===== src/rtl/mem_port_arbiter_pkg.sv =====
// rtl/mem_port_arbiter_pkg.sv - shared FSM encodings and access-size codes for the memory port arbiter
package mem_port_arbiter_pkg;

  localparam logic [1:0] ARB_IDLE = 2'd0;
  localparam logic [1:0] ARB_RD_I = 2'd1;
  localparam logic [1:0] ARB_RD_D = 2'd2;

  typedef logic [2:0] dmtype_t;

  // Same encoding the CPU control unit drives on DMType_out
  localparam dmtype_t DM_WORD     = 3'b000;
  localparam dmtype_t DM_HALF     = 3'b001;
  localparam dmtype_t DM_HALF_U   = 3'b010;
  localparam dmtype_t DM_BYTE     = 3'b011;
  localparam dmtype_t DM_BYTE_U   = 3'b100;

  function automatic logic is_load(input logic req, input logic we);
    return req & ~we;
  endfunction

endpackage


===== src/rtl/mem_port_arbiter_if.sv =====
// rtl/mem_port_arbiter_if.sv - CPU fetch/data ports, memory port and pipeline status bundle
interface mem_port_arbiter_if
  import mem_port_arbiter_pkg::*;
#(
  parameter int ADDR_W = 32,
  parameter int DATA_W = 32
);

  logic              i_req;
  logic [ADDR_W-1:0] i_addr;
  logic              i_flush;
  logic              i_gnt;
  logic              i_rvalid;
  logic [DATA_W-1:0] i_rdata;

  logic              d_req;
  logic              d_we;
  logic [ADDR_W-1:0] d_addr;
  logic [DATA_W-1:0] d_wdata;
  dmtype_t           d_dmtype;
  logic              d_gnt;
  logic              d_rvalid;
  logic [DATA_W-1:0] d_rdata;

  logic              m_req;
  logic              m_we;
  logic [ADDR_W-1:0] m_addr;
  logic [DATA_W-1:0] m_wdata;
  dmtype_t           m_dmtype;
  logic              m_ready;
  logic              m_rvalid;
  logic [DATA_W-1:0] m_rdata;

  logic              stall_if;
  logic              stall_mem;
  logic              busy;
  logic              err_spurious;

  modport slave (
    input  i_req, i_addr, i_flush,
    output i_gnt, i_rvalid, i_rdata,
    input  d_req, d_we, d_addr, d_wdata, d_dmtype,
    output d_gnt, d_rvalid, d_rdata,
    output m_req, m_we, m_addr, m_wdata, m_dmtype,
    input  m_ready, m_rvalid, m_rdata,
    output stall_if, stall_mem, busy, err_spurious
  );

  modport master (
    output i_req, i_addr, i_flush,
    input  i_gnt, i_rvalid, i_rdata,
    output d_req, d_we, d_addr, d_wdata, d_dmtype,
    input  d_gnt, d_rvalid, d_rdata,
    input  m_req, m_we, m_addr, m_wdata, m_dmtype,
    output m_ready, m_rvalid, m_rdata,
    input  stall_if, stall_mem, busy, err_spurious
  );

endinterface


===== src/rtl/arb_starve_cnt.sv =====
// rtl/arb_starve_cnt.sv - saturating count of data grants issued while a fetch is waiting
module arb_starve_cnt #(
  parameter int STARVE_MAX = 4,
  parameter int CNT_W      = 3
) (
  input  logic clk,
  input  logic rstn,
  input  logic i_inc,
  input  logic i_clr,
  output logic o_sat
);

  localparam logic [CNT_W-1:0] LP_MAX = CNT_W'(STARVE_MAX);

  logic [CNT_W-1:0] r_cnt;

  always_ff @(posedge clk) begin
    if (!rstn) begin
      r_cnt <= '0;
    end else if (i_clr) begin
      r_cnt <= '0;
    end else if (i_inc && (r_cnt != LP_MAX)) begin
      r_cnt <= r_cnt + 1'b1;
    end
  end

  assign o_sat = (r_cnt == LP_MAX);

endmodule


===== src/rtl/mem_port_arbiter.sv =====
// rtl/mem_port_arbiter.sv - single-outstanding arbiter sharing one memory port between fetch and load/store
module mem_port_arbiter
  import mem_port_arbiter_pkg::*;
#(
  parameter int ADDR_W     = 32,
  parameter int DATA_W     = 32,
  parameter int STARVE_MAX = 4,
  parameter int CNT_W      = 3
) (
  input  logic              clk,
  input  logic              rstn,
  mem_port_arbiter_if.slave io_bus
);

  logic [1:0]        r_state;
  logic [1:0]        w_state_nxt;
  logic              r_flush;
  logic              r_err;

  logic              w_run;
  logic              w_idle;
  logic              w_rd_i;
  logic              w_rd_d;
  logic              w_i_act;
  logic              w_sel_i;
  logic              w_sel_d;
  logic              w_m_req;
  logic              w_i_gnt;
  logic              w_d_gnt;
  logic              w_sat;
  logic              w_inc;
  logic              w_clr;
  logic              w_i_rvalid;
  logic              w_d_rvalid;
  logic              w_m_we;
  logic [ADDR_W-1:0] w_m_addr;
  logic [DATA_W-1:0] w_m_wdata;
  dmtype_t           w_m_dmtype;

  // Everything is gated by rstn so all outputs read 0 while reset is held
  assign w_run   = rstn;
  assign w_idle  = w_run & (r_state == ARB_IDLE);
  assign w_rd_i  = w_run & (r_state == ARB_RD_I);
  assign w_rd_d  = w_run & (r_state == ARB_RD_D);

  assign w_i_act = io_bus.i_req & ~io_bus.i_flush;
  assign w_sel_i = w_idle & w_i_act & (~io_bus.d_req | w_sat);
  assign w_sel_d = w_idle & io_bus.d_req & ~w_sel_i;
  assign w_m_req = w_sel_i | w_sel_d;

  assign w_i_gnt = w_sel_i & io_bus.m_ready;
  assign w_d_gnt = w_sel_d & io_bus.m_ready;

  always_comb begin
    w_m_we     = 1'b0;
    w_m_addr   = '0;
    w_m_wdata  = '0;
    w_m_dmtype = DM_WORD;
    if (w_sel_i) begin
      w_m_addr = io_bus.i_addr;
    end else if (w_sel_d) begin
      w_m_we     = io_bus.d_we;
      w_m_addr   = io_bus.d_addr;
      w_m_wdata  = io_bus.d_wdata;
      w_m_dmtype = io_bus.d_dmtype;
    end
  end

  // A flush in the same cycle as the read data drops it as well
  assign w_i_rvalid = w_rd_i & io_bus.m_rvalid & ~r_flush & ~io_bus.i_flush;
  assign w_d_rvalid = w_rd_d & io_bus.m_rvalid;

  always_comb begin
    w_state_nxt = r_state;
    case (r_state)
      ARB_IDLE: begin
        if (w_i_gnt)
          w_state_nxt = ARB_RD_I;
        else if (w_d_gnt && is_load(io_bus.d_req, io_bus.d_we))
          w_state_nxt = ARB_RD_D;
      end
      ARB_RD_I, ARB_RD_D: begin
        if (io_bus.m_rvalid)
          w_state_nxt = ARB_IDLE;
      end
      default: w_state_nxt = ARB_IDLE;
    endcase
  end

  always_ff @(posedge clk) begin
    if (!rstn) begin
      r_state <= ARB_IDLE;
      r_flush <= 1'b0;
      r_err   <= 1'b0;
    end else begin
      r_state <= w_state_nxt;
      if (w_rd_i && io_bus.m_rvalid)
        r_flush <= 1'b0;
      else if (w_rd_i && io_bus.i_flush)
        r_flush <= 1'b1;
      if (w_idle && io_bus.m_rvalid)
        r_err <= 1'b1;
    end
  end

  assign w_inc = w_d_gnt & w_i_act;
  assign w_clr = w_i_gnt | ~io_bus.i_req;

  arb_starve_cnt #(
    .STARVE_MAX (STARVE_MAX),
    .CNT_W      (CNT_W)
  ) u_starve (
    .clk   (clk),
    .rstn  (rstn),
    .i_inc (w_inc),
    .i_clr (w_clr),
    .o_sat (w_sat)
  );

  assign io_bus.m_req    = w_m_req;
  assign io_bus.m_we     = w_m_we;
  assign io_bus.m_addr   = w_m_addr;
  assign io_bus.m_wdata  = w_m_wdata;
  assign io_bus.m_dmtype = w_m_dmtype;

  assign io_bus.i_gnt    = w_i_gnt;
  assign io_bus.i_rvalid = w_i_rvalid;
  assign io_bus.i_rdata  = w_i_rvalid ? io_bus.m_rdata : '0;
  assign io_bus.d_gnt    = w_d_gnt;
  assign io_bus.d_rvalid = w_d_rvalid;
  assign io_bus.d_rdata  = w_d_rvalid ? io_bus.m_rdata : '0;

  assign io_bus.stall_if  = w_run & ((w_i_act & ~w_i_gnt) | (w_rd_i & ~w_i_rvalid));
  assign io_bus.stall_mem = w_run & ((io_bus.d_req & ~w_d_gnt) | (w_rd_d & ~io_bus.m_rvalid));
  assign io_bus.busy         = w_rd_i | w_rd_d;
  assign io_bus.err_spurious = r_err;

endmodule


===== src/flat_wrapper.sv =====
// flat-port wrapper written by rule: the top's interface ports become plain ports
module mem_port_arbiter_flat import mem_port_arbiter_pkg::*;
#(
  parameter int ADDR_W     = 32,
  parameter int DATA_W     = 32,
  parameter int STARVE_MAX = 4,
  parameter int CNT_W      = 3
)
  (clk, rstn, io_bus_i_req, io_bus_i_addr, io_bus_i_flush, io_bus_i_gnt, io_bus_i_rvalid, io_bus_i_rdata, io_bus_d_req, io_bus_d_we, io_bus_d_addr, io_bus_d_wdata, io_bus_d_dmtype, io_bus_d_gnt, io_bus_d_rvalid, io_bus_d_rdata, io_bus_m_req, io_bus_m_we, io_bus_m_addr, io_bus_m_wdata, io_bus_m_dmtype, io_bus_m_ready, io_bus_m_rvalid, io_bus_m_rdata, io_bus_stall_if, io_bus_stall_mem, io_bus_busy, io_bus_err_spurious);
  mem_port_arbiter_if #(.ADDR_W(ADDR_W), .DATA_W(DATA_W)) io_bus_i ();
  input  logic clk;
  input  logic rstn;
  input wire logic [$bits(io_bus_i.i_req)-1:0] io_bus_i_req;
  input wire logic [$bits(io_bus_i.i_addr)-1:0] io_bus_i_addr;
  input wire logic [$bits(io_bus_i.i_flush)-1:0] io_bus_i_flush;
  output wire logic [$bits(io_bus_i.i_gnt)-1:0] io_bus_i_gnt;
  output wire logic [$bits(io_bus_i.i_rvalid)-1:0] io_bus_i_rvalid;
  output wire logic [$bits(io_bus_i.i_rdata)-1:0] io_bus_i_rdata;
  input wire logic [$bits(io_bus_i.d_req)-1:0] io_bus_d_req;
  input wire logic [$bits(io_bus_i.d_we)-1:0] io_bus_d_we;
  input wire logic [$bits(io_bus_i.d_addr)-1:0] io_bus_d_addr;
  input wire logic [$bits(io_bus_i.d_wdata)-1:0] io_bus_d_wdata;
  input wire logic [$bits(io_bus_i.d_dmtype)-1:0] io_bus_d_dmtype;
  output wire logic [$bits(io_bus_i.d_gnt)-1:0] io_bus_d_gnt;
  output wire logic [$bits(io_bus_i.d_rvalid)-1:0] io_bus_d_rvalid;
  output wire logic [$bits(io_bus_i.d_rdata)-1:0] io_bus_d_rdata;
  output wire logic [$bits(io_bus_i.m_req)-1:0] io_bus_m_req;
  output wire logic [$bits(io_bus_i.m_we)-1:0] io_bus_m_we;
  output wire logic [$bits(io_bus_i.m_addr)-1:0] io_bus_m_addr;
  output wire logic [$bits(io_bus_i.m_wdata)-1:0] io_bus_m_wdata;
  output wire logic [$bits(io_bus_i.m_dmtype)-1:0] io_bus_m_dmtype;
  input wire logic [$bits(io_bus_i.m_ready)-1:0] io_bus_m_ready;
  input wire logic [$bits(io_bus_i.m_rvalid)-1:0] io_bus_m_rvalid;
  input wire logic [$bits(io_bus_i.m_rdata)-1:0] io_bus_m_rdata;
  output wire logic [$bits(io_bus_i.stall_if)-1:0] io_bus_stall_if;
  output wire logic [$bits(io_bus_i.stall_mem)-1:0] io_bus_stall_mem;
  output wire logic [$bits(io_bus_i.busy)-1:0] io_bus_busy;
  output wire logic [$bits(io_bus_i.err_spurious)-1:0] io_bus_err_spurious;
  assign io_bus_i.i_req = io_bus_i_req;
  assign io_bus_i.i_addr = io_bus_i_addr;
  assign io_bus_i.i_flush = io_bus_i_flush;
  assign io_bus_i_gnt = io_bus_i.i_gnt;
  assign io_bus_i_rvalid = io_bus_i.i_rvalid;
  assign io_bus_i_rdata = io_bus_i.i_rdata;
  assign io_bus_i.d_req = io_bus_d_req;
  assign io_bus_i.d_we = io_bus_d_we;
  assign io_bus_i.d_addr = io_bus_d_addr;
  assign io_bus_i.d_wdata = io_bus_d_wdata;
  assign io_bus_i.d_dmtype = io_bus_d_dmtype;
  assign io_bus_d_gnt = io_bus_i.d_gnt;
  assign io_bus_d_rvalid = io_bus_i.d_rvalid;
  assign io_bus_d_rdata = io_bus_i.d_rdata;
  assign io_bus_m_req = io_bus_i.m_req;
  assign io_bus_m_we = io_bus_i.m_we;
  assign io_bus_m_addr = io_bus_i.m_addr;
  assign io_bus_m_wdata = io_bus_i.m_wdata;
  assign io_bus_m_dmtype = io_bus_i.m_dmtype;
  assign io_bus_i.m_ready = io_bus_m_ready;
  assign io_bus_i.m_rvalid = io_bus_m_rvalid;
  assign io_bus_i.m_rdata = io_bus_m_rdata;
  assign io_bus_stall_if = io_bus_i.stall_if;
  assign io_bus_stall_mem = io_bus_i.stall_mem;
  assign io_bus_busy = io_bus_i.busy;
  assign io_bus_err_spurious = io_bus_i.err_spurious;
  mem_port_arbiter #(.ADDR_W(ADDR_W), .DATA_W(DATA_W), .STARVE_MAX(STARVE_MAX), .CNT_W(CNT_W)) u_core (.clk(clk), .rstn(rstn), .io_bus(io_bus_i));
endmodule

===== config.mk =====
export PLATFORM = sky130hd
export DESIGN_NAME = mem_port_arbiter_flat
export DESIGN_NICKNAME = d
export VERILOG_FILES = /design/src/rtl/mem_port_arbiter_pkg.sv /design/src/rtl/mem_port_arbiter_if.sv /design/src/rtl/arb_starve_cnt.sv /design/src/rtl/mem_port_arbiter.sv /design/src/flat_wrapper.sv
export SDC_FILE = /design/constraint.sdc
export NUM_CORES = 1
export LEC_CHECK = 0
export ABC_AREA = 0
export CORE_AREA = 5 5 107 109
export DETAILED_ROUTE_END_ITERATION = 10
export DIE_AREA = 0 0 112 114
export HOLD_SLACK_MARGIN = 0.06
export PLACE_DENSITY = 0.72
export SKIP_CTS_REPAIR_TIMING = 1
export SYNTH_ARGS = -nofsm -noshare
export SYNTH_HDL_FRONTEND = slang
export SYNTH_SLANG_ARGS = --single-unit

===== constraint.sdc =====
create_clock -name clk -period 4.22 [get_ports clk]
set_input_delay 0.844 -clock clk [delete_from_list [all_inputs] [get_ports clk]]
set_output_delay 0.844 -clock clk [all_outputs]
set_load 0.02 [all_outputs]

==> results_dict.tcl <==
set metrics [dict create \
    ir_worst_vdd_uv 91.79 \
    dr.pass1.iters 4 \
    grt_pass1_wl_mm 14.42 \
    clkSlewWorstSetupHoldPaths_ns 0.04 \
    p_total_w 0.0005069 \
    port_buffers 279 \
    antenna_cells 0 \
    synthArstFlopShare_pct 0 \
    post-synth-top-count-cell "and2_1" \
    ant_nets 0 \
    dieHeight_um 114 \
    fmax_mhz 261.7 \
    clkPwrFrac_pct 18.8 \
    root_buffer "clkbuf_8" \
    p_leak_nw 1.721 \
    switching_share_pct 32.03 \
    cts_tree "built" \
    placed_area_sq_um 4529 \
    clockBufferDepth 2 \
    worstSetupPathType "in2out" \
    via_per_inst 4.180 \
    tightest_slew_ns 0.3042 \
    drcViolationCount 0 \
    grtUsageTotal_pct 14.20 \
    coreArea_sq_um 10510 \
    final_area_sq_um 4574 \
    drt_wl_total_mm 9.950 \
    drv_cap 0 \
    clk_latency_ns 0.23 \
    seq_power_share_pct 13.7 \
    synth_cell_types 35 \
    grt_pass1_vias 2757 \
    synth_nets 359 \
    synth_edf_count 0 \
    skew_ns 0.003799 \
    cts-buffers-inserted 3 \
    final.setup.tns_ns 0 \
    fp.dieArea_sq_um 12770 \
    avgSynthCellArea_sq_um 7.548 \
    fin_crit_ns 3.821 \
    yosysTopAreaCell "and2_1" \
    hold_path.class "reg2reg" \
    wl_per_cell_um 15.84 \
    hold_viol 0 \
    crit_fanout 36 \
    drive_above_1_share_pct 3.893 \
    pin_count 280 \
    start_kind "input port" \
    dpl_worst_slack_ns 0.4259 \
    cp.required_ns 3.38 \
    endpoint_kind "output pin" \
    synth-seq-cells 7 \
    die_w_um 112 \
    netlist_instances 215 \
    syn-cell-area_sq_um 1623 \
    placedCellCount 624 \
    fin_cells 628 \
    clock-sinks 7 \
    final_nets 633 \
    overflow 0 \
    h-tree-depth 1 \
    ys_top_cells_by_count "and2_1, a22o_1, buf_6" \
    synth_top_area_share_pct 39.71 \
    syn_to_final_growth_pct 181.9 \
    fin_ws_ns 0.3991 \
    fp-row-count 38 \
    min_period_over_period_pct 90.54 \
    start_util_pct 15.44 \
    vias 2625 \
    drtIter0Drc 53 \
    ys_warn_count 0 \
    gp_congestion 0.8504 \
    p_sw_w 0.0001623 \
    grt_start_max_net_pins 70 \
    pwr-share-comb_pct 67.5 \
    setup_violations 0 \
    antenna_found_initial 0 \
    rsz0062_at_grt "false" \
    cp.arrival_ns 2.98 \
    outcome "complete, no violations" \
    slew_headroom_pct 79.66 \
    slew_violations 0 \
    synthFlopType "dfxtp_1" \
    p_int_w 0.0003446 \
    power.density_nw_per_um2 110.8 \
    synth_area_leaders "and2_1, a22o_1, dfxtp_1" \
    synth_seq_area_share_pct 8.635 \
    dpl.hpwl_mm 8.715 \
]
-- worst paths after layout --
path	startpoint	to	slack, ns	cells past startpoint
worst min-delay path	u_core.r_state[1]	u_core.r_state[1]	0.51	1
worst min register to register	u_core.r_state[1]	u_core.r_state[1]	0.51	1
worst max register to register	u_core.r_state[0]	u_core.r_state[0]	2.41	7
worst max-delay path	io_bus_i_flush	io_bus_i_gnt	0.40	6
-- area by class of cell --
type	instances	area, sq um
clock buffers	4	45.04
fillers	1011	5933
inverters	7	26.28
multi-input cells	184	1318
flip-flops and latches	7	140.1
well taps	140	175.2
repair buffers	286	2870
-- through the flow --
| step | utilization (%) | hold slack [ns] |
|---|---|---|
| after floorplan | - | 0.4662 |
| after global placement | 43.11 | 0.4765 |
| after detailed placement | 43.11 | 0.5060 |
| after CTS | 43.53 | 0.5164 |
| after global routing | 43.53 | 0.5475 |
| final | 43.53 | 0.5115 |
-- sequential cells by signal, summed over array words and instances, names as in the netlist --
signal / flops
u_core.io_bus.err_spurious: 1
u_core.u_starve.r_cnt: 3
u_core.r_state: 2
u_core.r_flush: 1
-- cell families (layout without fill, tap and decap cells) --
logic type	Yosys count	after routing	synth area share, %
AND/OR/NAND/NOR	130	130	50.81
AO/OA/AOI/OAI	46	46	24.75
buffers and inverters	24	297	10.18
flip-flops	7	7	8.635
adder cells (fa/ha/maj)	5	5	3.855
multiplexers	2	2	1.234
XOR/XNOR	1	1	0.5398
-- per-layer routing --
metal  track usage, %  wire (um)
met1            13.48       3483
met2            27.46       5165
met3            6.737       1137
met4            3.606        163
met5                0          0
-- power by group through the flow --
stage | clock network (W) | registers, W | logic (W)
floorplan | 0 | 0.0000714 | 0.000119
finish | 0.0000952 | 0.0000695 | 0.000342
CTS | 0.0000996 | 0.0000695 | 0.000345
detailed placement | 0 | 0.0000707 | 0.000343
global placement | 0 | 0.0000704 | 0.000340
global route | 0.000104 | 0.0000697 | 0.000361
-- critical path, stage by stage --
cell and delay, ns:
clkdlybuf4s50_1 0.54, nand4b_2 0.34, a21oi_4 0.19, buf_12 0.21
and2_1 0.16, clkdlybuf4s50_1 0.67
-- layout by cell type, fill, tap and decap left out, drive strengths merged --
cell type | netlist | layout
dfxtp | 7 | 7
o31ai | 1 | 1
nor4b | 1 | 1
nor2 | 4 | 4
o21ai | 1 | 1
xnor2 | 1 | 1
a22o | 32 | 32
nand3 | 3 | 3
ha | 5 | 5
o21a | 2 | 2
nand4b | 1 | 1
a31oi | 2 | 2
o22ai | 2 | 2
clkbuf | 5 | 4
clkdlybuf4s50 | 0 | 279
nand2 | 8 | 8
a21oi | 4 | 4
buf | 12 | 7
and3 | 1 | 1
and2 | 103 | 103
nor3b | 1 | 1
mux2i | 2 | 2
nand2b | 3 | 3
nor3 | 1 | 1
nor2b | 3 | 3
a21o | 1 | 1
and4b | 1 | 1
a311oi | 1 | 1
inv | 7 | 7
(Power assumes the default switching activity.)
